<file path="src/rtl/instruction_fetch.sv">
// MIPS instruction fetch stage. It issues word reads over req/ack and holds the returned word for decode.
// Define IF_PERF_COUNTERS_EN to add the FetchCount/StallCount performance counter outputs.
module instruction_fetch #(
  parameter int                    ADDR_WIDTH = 32,
  parameter logic [ADDR_WIDTH-1:0] RESET_PC   = ADDR_WIDTH'(32'h0040_0000)
) (
  input  logic                  clk,
  input  logic                  reset,
  input  logic                  Redirect,
  input  logic [ADDR_WIDTH-1:0] RedirectPC,
  output logic                  MemReq,
  output logic [ADDR_WIDTH-1:0] MemAddr,
  input  logic                  MemAck,
  input  logic [31:0]           MemRData,
  output logic                  InstrValid,
  input  logic                  InstrReady,
  output logic [31:0]           Instruction,
  output logic [5:0]            OP,
  output logic [ADDR_WIDTH-1:0] PC,
  output logic [ADDR_WIDTH-1:0] PCPlus4,
  output logic [1:0]            state_dbg
`ifdef IF_PERF_COUNTERS_EN
  ,
  output logic [31:0]           FetchCount,
  output logic [31:0]           StallCount
`endif
);

  // Handshakes:
  //   memory side: MemReq/MemAddr stay stable until MemAck is seen, and only one
  //     read is outstanding. MemRData is taken in the same cycle as MemAck.
  //   decode side: Instruction/PC/PCPlus4/OP stay stable while InstrValid=1 and
  //     InstrReady=0. A transfer happens on a cycle with InstrValid & InstrReady.
  typedef enum logic [1:0] {
    S_IDLE  = 2'd0,
    S_FETCH = 2'd1,
    S_HOLD  = 2'd2,
    S_DROP  = 2'd3
  } state_e;

  localparam logic [ADDR_WIDTH-1:0] WORD_STEP = ADDR_WIDTH'(4);

  state_e                state_q, state_d;
  logic [ADDR_WIDTH-1:0] fetch_pc_q, fetch_pc_d;
  logic [ADDR_WIDTH-1:0] mem_addr_q, mem_addr_d;
  logic [ADDR_WIDTH-1:0] pending_q, pending_d;
  logic [ADDR_WIDTH-1:0] pc_q, pc_d;
  logic [ADDR_WIDTH-1:0] pc_plus4_q, pc_plus4_d;
  logic [31:0]           instr_q, instr_d;
  logic                  valid_q, valid_d;
  logic [ADDR_WIDTH-1:0] target;

  assign target = {RedirectPC[ADDR_WIDTH-1:2], 2'b00};

  always_ff @(posedge clk or negedge reset) begin
    if (!reset) begin
      state_q    <= S_IDLE;
      fetch_pc_q <= RESET_PC;
      mem_addr_q <= RESET_PC;
      pending_q  <= RESET_PC;
      pc_q       <= RESET_PC;
      pc_plus4_q <= RESET_PC + WORD_STEP;
      instr_q    <= 32'h0;
      valid_q    <= 1'b0;
    end else begin
      state_q    <= state_d;
      fetch_pc_q <= fetch_pc_d;
      mem_addr_q <= mem_addr_d;
      pending_q  <= pending_d;
      pc_q       <= pc_d;
      pc_plus4_q <= pc_plus4_d;
      instr_q    <= instr_d;
      valid_q    <= valid_d;
    end
  end

  always_comb begin
    state_d    = state_q;
    fetch_pc_d = fetch_pc_q;
    mem_addr_d = mem_addr_q;
    pending_d  = pending_q;
    pc_d       = pc_q;
    pc_plus4_d = pc_plus4_q;
    instr_d    = instr_q;
    valid_d    = valid_q;
    case (state_q)
      S_IDLE: begin
        state_d = S_FETCH;
        if (Redirect) begin
          fetch_pc_d = target;
          mem_addr_d = target;
        end else begin
          mem_addr_d = fetch_pc_q;
        end
      end
      S_FETCH: begin
        if (Redirect) begin
          if (MemAck) begin
            fetch_pc_d = target;
            mem_addr_d = target;
          end else begin
            // The read in flight cannot be withdrawn; its data is dropped on arrival.
            pending_d = target;
            state_d   = S_DROP;
          end
        end else if (MemAck) begin
          instr_d    = MemRData;
          pc_d       = mem_addr_q;
          pc_plus4_d = mem_addr_q + WORD_STEP;
          fetch_pc_d = mem_addr_q + WORD_STEP;
          valid_d    = 1'b1;
          state_d    = S_HOLD;
        end
      end
      S_HOLD: begin
        if (Redirect) begin
          valid_d    = 1'b0;
          fetch_pc_d = target;
          mem_addr_d = target;
          state_d    = S_FETCH;
        end else if (InstrReady) begin
          valid_d    = 1'b0;
          mem_addr_d = fetch_pc_q;
          state_d    = S_FETCH;
        end
      end
      S_DROP: begin
        if (Redirect) begin
          pending_d = target;
        end
        if (MemAck) begin
          // A redirect arriving together with the ack supersedes the stored target.
          mem_addr_d = Redirect ? target : pending_q;
          fetch_pc_d = Redirect ? target : pending_q;
          state_d    = S_FETCH;
        end
      end
      default: begin
        state_d = S_IDLE;
      end
    endcase
  end

  assign MemReq      = (state_q == S_FETCH) || (state_q == S_DROP);
  assign MemAddr     = mem_addr_q;
  assign InstrValid  = valid_q;
  assign Instruction = instr_q;
  assign OP          = instr_q[31:26];
  assign PC          = pc_q;
  assign PCPlus4     = pc_plus4_q;
  assign state_dbg   = state_q;

`ifdef IF_PERF_COUNTERS_EN
  logic [31:0] fetch_count_q, fetch_count_d;
  logic [31:0] stall_count_q, stall_count_d;

  always_comb begin
    fetch_count_d = fetch_count_q;
    stall_count_d = stall_count_q;
    if (valid_q && InstrReady) fetch_count_d = fetch_count_q + 32'd1;
    if (valid_q && !InstrReady) stall_count_d = stall_count_q + 32'd1;
  end

  always_ff @(posedge clk or negedge reset) begin
    if (!reset) begin
      fetch_count_q <= 32'h0;
      stall_count_q <= 32'h0;
    end else begin
      fetch_count_q <= fetch_count_d;
      stall_count_q <= stall_count_d;
    end
  end

  assign FetchCount = fetch_count_q;
  assign StallCount = stall_count_q;
`endif

endmodule

</file>
<file path="config.mk">
export PLATFORM = sky130hd
export DESIGN_NAME = instruction_fetch
export DESIGN_NICKNAME = d
export VERILOG_FILES = /design/src/rtl/instruction_fetch.sv
export SDC_FILE = /design/constraint.sdc
export NUM_CORES = 1
export LEC_CHECK = 0
export BUFFER_PORTS_ARGS = -buffer_cell sky130_fd_sc_hd__buf_2
export CAP_MARGIN = 10
export CORE_MARGIN = 4
export CORE_UTILIZATION = 50
export CTS_BUF_LIST = sky130_fd_sc_hd__clkbuf_8
export CTS_CLUSTER_DIAMETER = 40
export DETAILED_ROUTE_END_ITERATION = 7
export PLACE_DENSITY = 0.76
export SLEW_MARGIN = 20
export SYNTH_ARGS = -nofsm -noshare
export SYNTH_HDL_FRONTEND = slang
export SYNTH_SLANG_ARGS = --single-unit
</file>
<file path="constraint.sdc">
create_clock -name clk -period 1.8 [get_ports clk]
set_clock_uncertainty 0.15 [all_clocks]
set_input_delay 0.36 -clock clk [delete_from_list [all_inputs] [get_ports clk]]
set_output_delay 0.36 -clock clk [all_outputs]
set_load 0.005 [all_outputs]
</file>
# Word-level counts from Yosys, hierarchy flattened
# Cells that the tools add are included.
[op_classes]
add_sub_neg = 1
n_mul = 0
div_mod_pow = 0
order_cmp = 0
eq_ne = 11
shifts = 0
n_mux = 26
bitwise_logic = 1
reduce_logical = 11
[ops]
columns = ["op", "count"]
rows = [
  ["32-bit 2-to-1 mux", 11],
  ["32-bit one-hot mux with 4 select lines", 1],
  ["32-bit one-hot mux with 3 select lines", 1],
  ["32-bit one-hot mux with 2 select lines", 1],
  ["32-bit by 3-bit adder with 32-bit output (second input constant)", 1],
  ["2-bit 2-to-1 mux", 6],
  ["4-bit AND reduction", 3],
  ["2-bit != test (second input constant)", 5],
  ["3-bit != test (second input constant)", 3],
  ["2-bit one-hot mux with 4 select lines", 1],
  ["3-bit AND reduction", 2],
  ["2-bit == test (second input constant)", 2],
  ["1-bit 2-to-1 mux", 4],
  ["2-bit nonzero test", 2],
  ["2-bit by 1-bit == test with 1-bit output (second input constant)", 1],
  ["2-bit logical NOT", 1],
  ["1-bit one-hot mux with 2 select lines", 1],
  ["2-bit AND reduction", 1],
  ["2-bit OR reduction", 1],
  ["1-bit logical OR", 1],
  ["1-bit inverter", 1],
]
[word_totals]
ff_bits = 195
latchBits = 0
ram_bits = 0
rom_bits = 0
wordCells = 58
mem_count = 0

# Logic depth before layout (Yosys ltp)
# Gate-level depths: netlist (run 1).
[logic_depth]
word_depth = 4
depth_mapped = 8
ltp_nobuf = 6

# Least setup slack after synthesis (run 1)
# OpenSTA, ideal clock, no wires.
[synth_timing]
path_type = "flip-flop to flip-flop"
startpoint = "register mem_addr_q[13], in the netlist MemAddr[13]"
endpoint = "register pc_plus4_q[21], in the netlist PCPlus4[21]"
arrival_time_ns = 1.708
t_required_ns = 1.529
path_slack_ns = -0.179
path_stages_with_launch = 7
synth_period_minus_slack_ns = 1.979
path_cell_list = "dfrtp_1 nand3_2 or3_1 buf_2 o41a_1 nor3_1 nor2_1"
[synth_between]
elab_chain_cells = 1
[synth_rtl]
columns = ["element", "line_no", "rtl"]
rows = [
  ["start: declaration", "45", "logic [ADDR_WIDTH-1:0] mem_addr_q, mem_addr_d;"],
  ["start signal: assignment", "68", "mem_addr_q <= mem_addr_d;"],
  ["32-bit by 3-bit adder with 32-bit output", "109", "pc_plus4_d = mem_addr_q + WORD_STEP;"],
  ["end signal: assignment", "62", "pc_plus4_q <= RESET_PC + WORD_STEP;"],
  ["end signal: assignment", "71", "pc_plus4_q <= pc_plus4_d;"],
  ["end: declaration", "48", "logic [ADDR_WIDTH-1:0] pc_plus4_q, pc_plus4_d;"],
]
# Every way passes these cells.
# A chain may end at the register's enable or synchronous reset.

# Worst setup path after layout (run 1)
[layout_timing]
startpoint = "register mem_addr_q[22], in the netlist MemAddr[22]"
endpoint = "register fetch_pc_q[30]"
[layout_between]
elab_chain_cells = 4
[layout_rtl]
columns = ["element", "line_no", "rtl"]
rows = [
  ["32-bit by 3-bit adder with 32-bit output", "110", "fetch_pc_d = mem_addr_q + WORD_STEP;"],
  ["32-bit 2-to-1 mux", "106", "end else if (MemAck) begin"],
  ["32-bit 2-to-1 mux", "97", "if (Redirect) begin"],
  ["32-bit one-hot mux with 3 select lines", "86", "case (state_q)"],
  ["end signal: assignment", "67", "fetch_pc_q <= fetch_pc_d;"],
  ["end: declaration", "44", "logic [ADDR_WIDTH-1:0] fetch_pc_q, fetch_pc_d;"],
]
# Every way passes these cells. The select of a mux whose other input is x is not followed.

==> results of run 1 <==
## synthesized netlist by cell type, types with 2 or more instances
| cell | n | area (um2) |
|---|---|---|
| a211oi_1 | 16 | 120.1 |
| a21boi_0 | 2 | 15.01 |
| a21o_1 | 2 | 15.01 |
| a21oi_1 | 61 | 305.3 |
| a221oi_1 | 3 | 26.28 |
| a22oi_1 | 2 | 15.01 |
| a31oi_1 | 12 | 75.07 |
| and2_1 | 5 | 31.28 |
| and3_1 | 4 | 25.02 |
| and3_2 | 2 | 15.01 |
| and4_1 | 4 | 35.03 |
| buf_1 | 5 | 18.77 |
| buf_2 | 25 | 125.1 |
| buf_4 | 8 | 60.06 |
| clkbuf_1 | 39 | 146.4 |
| dfrtp_1 | 187 | 4679 |
| dfstp_2 | 6 | 157.7 |
| inv_1 | 6 | 22.52 |
| mux2_2 | 30 | 337.8 |
| mux2i_1 | 17 | 170.2 |
| nand2_1 | 294 | 1104 |
| nand2b_1 | 11 | 68.82 |
| nand3_1 | 17 | 85.08 |
| nand3_2 | 2 | 20.02 |
| nand4_1 | 8 | 50.05 |
| nor2_1 | 58 | 217.7 |
| nor2b_1 | 15 | 93.84 |
| nor3_1 | 12 | 60.06 |
| nor4_1 | 5 | 31.28 |
| o21a_1 | 3 | 22.52 |
| o21ai_0 | 88 | 440.4 |
| o221a_2 | 4 | 45.04 |
| o221ai_1 | 3 | 26.28 |
| o22a_1 | 2 | 17.52 |
| o22ai_1 | 4 | 25.02 |
| o311ai_0 | 2 | 17.52 |
| o31a_2 | 2 | 20.02 |
| xnor2_1 | 10 | 87.58 |
| xor2_1 | 12 | 105.1 |
## cell families (layout without fill, tap and decap cells)
logic type | after synthesis | after routing | synth area share [%]
flip-flops | 193 | 193 | 53.41
AND/OR/NAND/NOR | 444 | 444 | 21.12
buffers and inverters | 83 | 455 | 4.117
AO/OA/AOI/OAI | 210 | 210 | 13.47
adder cells (fa/ha/maj) | 1 | 1 | 0.1381
XOR/XNOR | 22 | 22 | 2.128
multiplexers | 47 | 47 | 5.609
## path summary, 6_finish.rpt
check / startpoint / end
setup / recovery: MemAddr[22] / fetch_pc_q[30]
hold / removal: RedirectPC[29] / fetch_pc_q[29]
setup reg to reg: MemAddr[22] / fetch_pc_q[30]
hold reg to reg: PC[22] / PC[22]
max in group asynchronous: reset / PC[22]
min in group asynchronous: reset / MemAddr[10]
## cell type report
cell class,instances,area [um2]
clock buffer,17,234.0
sequential,193,4850
inverter,6,22.52
fill,958,3591
clock inverter,15,147.6
timing repair buffer,417,3508
multi-input combinational,724,4902
tap,225,281.5
## registers in the layout, summed over array words and instances (netlist names)
signal and count:
Instruction 32, InstrValid 1, MemAddr 32, PCPlus4 30, fetch_pc_q 32, state_dbg 2, pending_q 32, PC 32
## through the flow
| stage | hold WS (ns) | area, um2 | setup WS, ns | TNS, ns | utilization [%] |
|---|---|---|---|---|---|
| 5_1_grt | 0.01341 | 13950 | -0.2812 | -15.22 | 79.52 |
| 3_3_place_gp | 0.2085 | 10940 | -0.1214 | -2.635 | 62.36 |
| 6_report | 0.05940 | 13950 | -0.2327 | -10.03 | 79.52 |
| 3_5_place_dp | 0.2113 | 10940 | -0.1833 | -4.994 | 62.36 |
| 2_1_floorplan | -0.08559 | 9131 | -0.1127 | -0.2496 | - |
| 4_1_cts | 0.01435 | 12430 | -0.08915 | -0.9693 | 70.90 |
## per-layer routing
layer | wire, um | share of wire [%] | vias to the layer above
met5 | 0 | 0 | -
met4 | 2262 | 6.1 | 0
met3 | 4200 | 11 | 239
met2 | 17880 | 48 | 801
met1 | 12940 | 35 | 4729
li1 | - | - | 4103
## report_power, final
| part | leakage (nW) | total [mW] | internal, mW | switching, mW |
|---|---|---|---|---|
| Sequential | 2.33 | 6.87 | 5.86 | 1.02 |
| Combinational | 4.25 | 7.82 | 3.67 | 4.15 |
| Clock | 0.192 | 2.89 | 1.14 | 1.76 |
| Total | 6.78 | 17.6 | 10.7 | 6.92 |
## what timing repair did
action                                  in CTS  in global routing
hold endpoints to repair                   109                  0
resized for setup                           93                242
hold buffers                                62                  0
endpoints found under the setup margin      71                164
setup buffers                                9                 31
gates cloned                                 1                 17
pin swaps                                   39                 91
## worst max-delay path: stages (launching register included)
cell     delay, ns
dfstp_2       0.55
nand4_1       0.20
nor3_4        0.34
buf_4         0.15
nand4_1       0.13
xor2_1        0.27
o22ai_1       0.11
==> impl_metrics.csv, run 1 <==
group,metric,value,unit
outcome,status,"finished with violations",
outcome,violations,"setup timing",
placement,globalplace.congestion,0.9143,
global_route,grt_pass1_vias,8914,
setup_path,worstSetupPathType,"reg -> reg",
layout,final_cell_mix,"252 x nand2_1, 197 x buf_2, 177 x dfrtp_1, 76 x buf_4, 62 x dlygate4sd3_1",
detailed_routing,vias_per_cell,6.182,
layout,stdcell_count,1597,
layout,nNetsFinal,1429,
sta,slew_viol_final,0,
global_route,grt-busiest-layer,"met2",
die,die_y,142.6,um
sta,fmax,492.0,MHz
setup_path,r2r_setup_slack,-0.23,ns
die,rows,48,
sta,rsz0062_at_grt,"true",
detailed_routing,vias,9872,
global_route,met3_usage,5.612,%
clock_tree,cts_buffers,17,
placement,placedCellCount,1447,
synth,synth_enable_flop_cells,0,
global_route,grt.overflow.total,0,
layout,area_delta_synth_final,53.99,%
worst_hold_path,holdPathStages,3,
sta,fin_ws,-0.2327,ns
die,ios,207,
job,drv_cap,0,
sta,max_slew_margin,58.84,%
die,fp.dieArea,20330,um2
clock_tree,cts_buffer_depth,2,
synth,syn_nets,1070,
setup_path,path_max_fanout,5,
power,ir_drop,0.6829,mV
global_route,grt_max_degree,65,
setup_path,critPathArrivalTime,2.26,ns
detailed_routing,wire_per_inst,23.35,um
power,p_per_area,1261,nW/um2
clock_tree,root_buffer,"clkbuf_8",
synth,syn_area,9056,um2
global_route,grt_use_met2,47.73,%
clock_tree,clock_latency,0.50,ns
die,die_w,142.6,um
layout,num_antenna_cells,0,
synth,synth-async-reset-ratio,100.0,%
global_route,antenna_found_initial,0,
synth,postSynthCellCount,1000,
worst_hold_path,hold_path_class,"in -> reg",
detailed_routing,finalWirelength,37290,um
clock_tree,htree_levels,4,
setup_path,worstSetupStartpointType,"register",
synth,ys.flop_type,"dfrtp_1",
global_route,grt_first_pass_wirelength,46510,um
sta,finalHoldViolCount,0,
detailed_routing,drcViolationCount,0,
synth,yosysWarnings,0,
sta,min_period_over_period,112.9,%
clock_tree,cts_tree,"yes",
detailed_routing,drtPass1Iterations,7,
synth,yosys_register_bits,193,
detailed_routing,ant_nets,0,
synth,ys_types,51,
sta,period_minus_slack,2.033,ns
global_route,grt.total_usage,28.81,%
sta,setup_viol,129,
power,totalPowerFinal,17.59,mW
layout,final_common_cell,"nand2_1",
sta,worstMarginPinSlew,0.6168,ns
power,p_leak,6.779,nW
synth,synth-seq-area-share,53.41,%
die,coreArea,17540,um2
setup_path,endpoint_kind,"register",
clock_tree,clock-sinks,193,
detailed_routing,drtIter0Drc,1151,
global_route,met1_usage,36.90,%
layout,drive_above_1_share,43.73,%
setup_path,cp.required,2.03,ns
placement,port_buffers,204,
die,start_util,51.64,%
clock_tree,path_clk_slew,0.11,ns
setup_path,r2r_cells,6,
synth,syn_area_per_cell,9.056,um2
placement,dp_hpwl,18750,um
No activity file was read; power rests on OpenSTA's default activity.
==> inputs of run 2 (changes only) <==
--- a/config.mk
+++ b/config.mk
@@ -13,6 +13,7 @@
 export CTS_CLUSTER_DIAMETER = 40
 export DETAILED_ROUTE_END_ITERATION = 7
 export PLACE_DENSITY = 0.76
+export REMOVE_ABC_BUFFERS = 1
 export SLEW_MARGIN = 20
 export SYNTH_ARGS = -nofsm -noshare
 export SYNTH_HDL_FRONTEND = slang
==> run 2 against run 1 <==
  * The run still ends with setup timing left
  * First-iteration DRC count down 20%
  * Utilization decreased by 4.1 points
  * Cell count is 1.0% lower
  * Global-route usage decreased by 1.6 points
  * Clock power rose by 16%
  * Total power fell by 3.1%
  * Critical path depth is 1 higher
  * Sequential share of layout area grew 1.8 points
  * Sequential power shrank 2%
  * Non-clock buffer count is 17 lower
  * Combinational power decreased by 11%
  * Critical path type unchanged
  * Largest power group unchanged
==> impl_metrics.csv, run 2 (same netlist as run 1, synthesis figures left out) <==
group,metric,value,unit
sta,fin_ws,-0.2152,ns
sta,min_period_over_period,112.0,%
setup_path,path_max_fanout,7,
setup_path,cpMostUsedCell,"buf_12",
global_route,grt_first_pass_wirelength,43860,um
setup_path,cp_cell_sequence,"or3b_4, a21oi_4, or2_4, buf_12, buf_12, nand2_2, o21ai_1",
global_route,grt_pass1_vias,8440,
detailed_routing,drcViolationCount,0,
sta,hold_ws,0.02171,ns
power,ir_drop,0.6362,mV
sta,fmax,496.2,MHz
detailed_routing,wire_per_inst,19.75,um
detailed_routing,finalWirelength,31220,um
detailed_routing,drtPass1Iterations,5,
setup_path,r2r_cells,7,
layout,final_common_cell,"nand2_1",
power,intPower,10.86,mW
clock_tree,clock-sinks,193,
setup_path,worstReg2RegEnd,"MemAddr[30]",
sta,rsz0062_at_grt,"true",
outcome,status,"finished with violations",
power,power.share.clock,19.7,%
die,start_util,51.64,%
placement,globalplace.congestion,0.8666,
layout,nNetsFinal,1413,
setup_path,path_buf_inv,2,
setup_path,crit_cells,7,
setup_path,setup.worst_path.start,"state_dbg[0]",
placement,port_buffers,204,
die,coreArea,17540,um2
power,p_leak,6.413,nW
detailed_routing,drtIter0Drc,926,
sta,worstMarginPinSlew,0.4459,ns
setup_path,endpoint_kind,"register",
setup_path,worstSetupPathType,"reg -> reg",
setup_path,slowest_stage,"dfrtp_2",
clock_tree,cts_buffer_depth,2,
clock_tree,path_clk_slew,0.10,ns
layout,area_delta_synth_final,45.99,%
placement,dp_hpwl,18300,um
clock_tree,cts_tree,"yes",
layout,drive_above_1_share,39.82,%
clock_tree,htree_levels,4,
sta,setup_viol,62,
layout,num_antenna_cells,0,
global_route,grt.total_usage,27.23,%
setup_path,critPathArrivalTime,2.27,ns
die,rows,48,
global_route,antenna_found_initial,0,
power,seqPwrFrac,39.7,%
clock_tree,root_buffer,"clkbuf_8",
power,p_per_area,1289,nW/um2
setup_path,worstSetupEndpoint,"MemAddr[30]",
clock_tree,cts_buffers,17,
power,p_sw,6.186,mW
setup_path,cp.required,2.06,ns
setup_path,cpPeakStageDelay,0.47,ns
power,switching_share,36.30,%
setup_path,r2r-start,"state_dbg[0]",
die,ios,207,
power,totalPowerFinal,17.04,mW
die,fp.dieArea,20330,um2
detailed_routing,ant_nets,0,
sta,finalHoldViolCount,0,
sta,period_minus_slack,2.015,ns
clock_tree,clock_latency,0.49,ns
outcome,violations,"setup timing",
die,die_y,142.6,um
global_route,grt_max_degree,43,
placement,detailedPlace.worstSlack,-0.2191,ns
layout,final_cell_mix,"267 x nand2_1, 198 x buf_2, 185 x dfrtp_1, 90 x buf_4, 57 x dlygate4sd3_1",
setup_path,worstSetupStartpointType,"register",
sta,max_slew_margin,70.27,%
sta,slew_viol_final,0,
detailed_routing,vias_per_cell,5.785,
setup_path,cpLargestDelayFamily,"simple AND/OR/NAND/NOR gates",
global_route,grt.overflow.total,0,
job,drv_cap,0,
die,die_w,142.6,um
worst_hold_path,hold_path_class,"in -> reg",
detailed_routing,vias,9146,
power,pwr-share-comb,40.7,%
setup_path,r2r_setup_slack,-0.22,ns
==> run 2: changes by cell type in the layout (fill, tap and decap cells not counted), sizes merged, moves of 2 or more <==
cell / delta
clkbuf: -8
clkinv: -2
buf: -2
bufinv: +4
dlygate4sd3: -5
inv: -5
==> run 2: per-stage QoR <==
step,area [um2],std cells,TNS (ns),util [%]
after floorplan,8706,923,-399.95,-
after global placement,10990,1457,-5.555,62.65
after detailed placement,10990,1457,-8.723,62.65
after CTS,12380,1555,-1.094,70.59
after global routing,13220,1581,-8.793,75.39
final,13220,1581,-5.171,75.39
==> run 2: timing repair <==
action                                  CTS  global route
hold buffers                             57             0
gates cloned                              2             7
endpoints found under the setup margin  147           174
gates resized for setup                  65           170
pin swaps                                36            58
setup buffers                             7            22
endpoints found under the hold margin   105             0
==> run 2: metal layers <==
layer	track usage (%)	wire length (um)	vias to the layer above
met4	9.105	1278	0
met5	0	0	-
li1	-	-	4066
met3	6.351	2942	132
met1	35.66	11940	4371
met2	44.96	15060	577
==> run 2: worst min path at each step <==
stage	start	endpoint	slack, ns	cells after the start
after floorplan	reset	InstrValid	-0.09	0
after global placement	reset	Instruction[6]	0.18	1
after detailed placement	reset	Instruction[10]	0.19	1
after CTS	RedirectPC[22]	pending_q[22]	0.002	2
after global routing	RedirectPC[22]	pending_q[22]	0.0006	2
final	RedirectPC[22]	pending_q[22]	0.02	2
==> run 2: final cells by class <==
class | count | area [um2]
Sequential cell | 193 | 4840
Inverter | 6 | 22.52
Clock buffer | 19 | 261.5
Multi-Input combinational cell | 725 | 4507
Clock inverter | 13 | 207.7
Timing Repair Buffer | 400 | 3102
Tap cell | 225 | 281.5
Fill cell | 1119 | 4315
==> run 2: power by group through the flow <==
| stage | Clock (mW) | Sequential [mW] | Combinational, mW |
|---|---|---|---|
| 3_3_place_gp | 0 | 6.69 | 5.30 |
| 3_5_place_dp | 0 | 6.75 | 5.45 |
| 6_report | 3.35 | 6.76 | 6.93 |
| 2_1_floorplan | 0 | 7.01 | 2.22 |
| 5_1_grt | 3.57 | 6.93 | 7.51 |
| 4_1_cts | 3.37 | 6.67 | 5.86 |
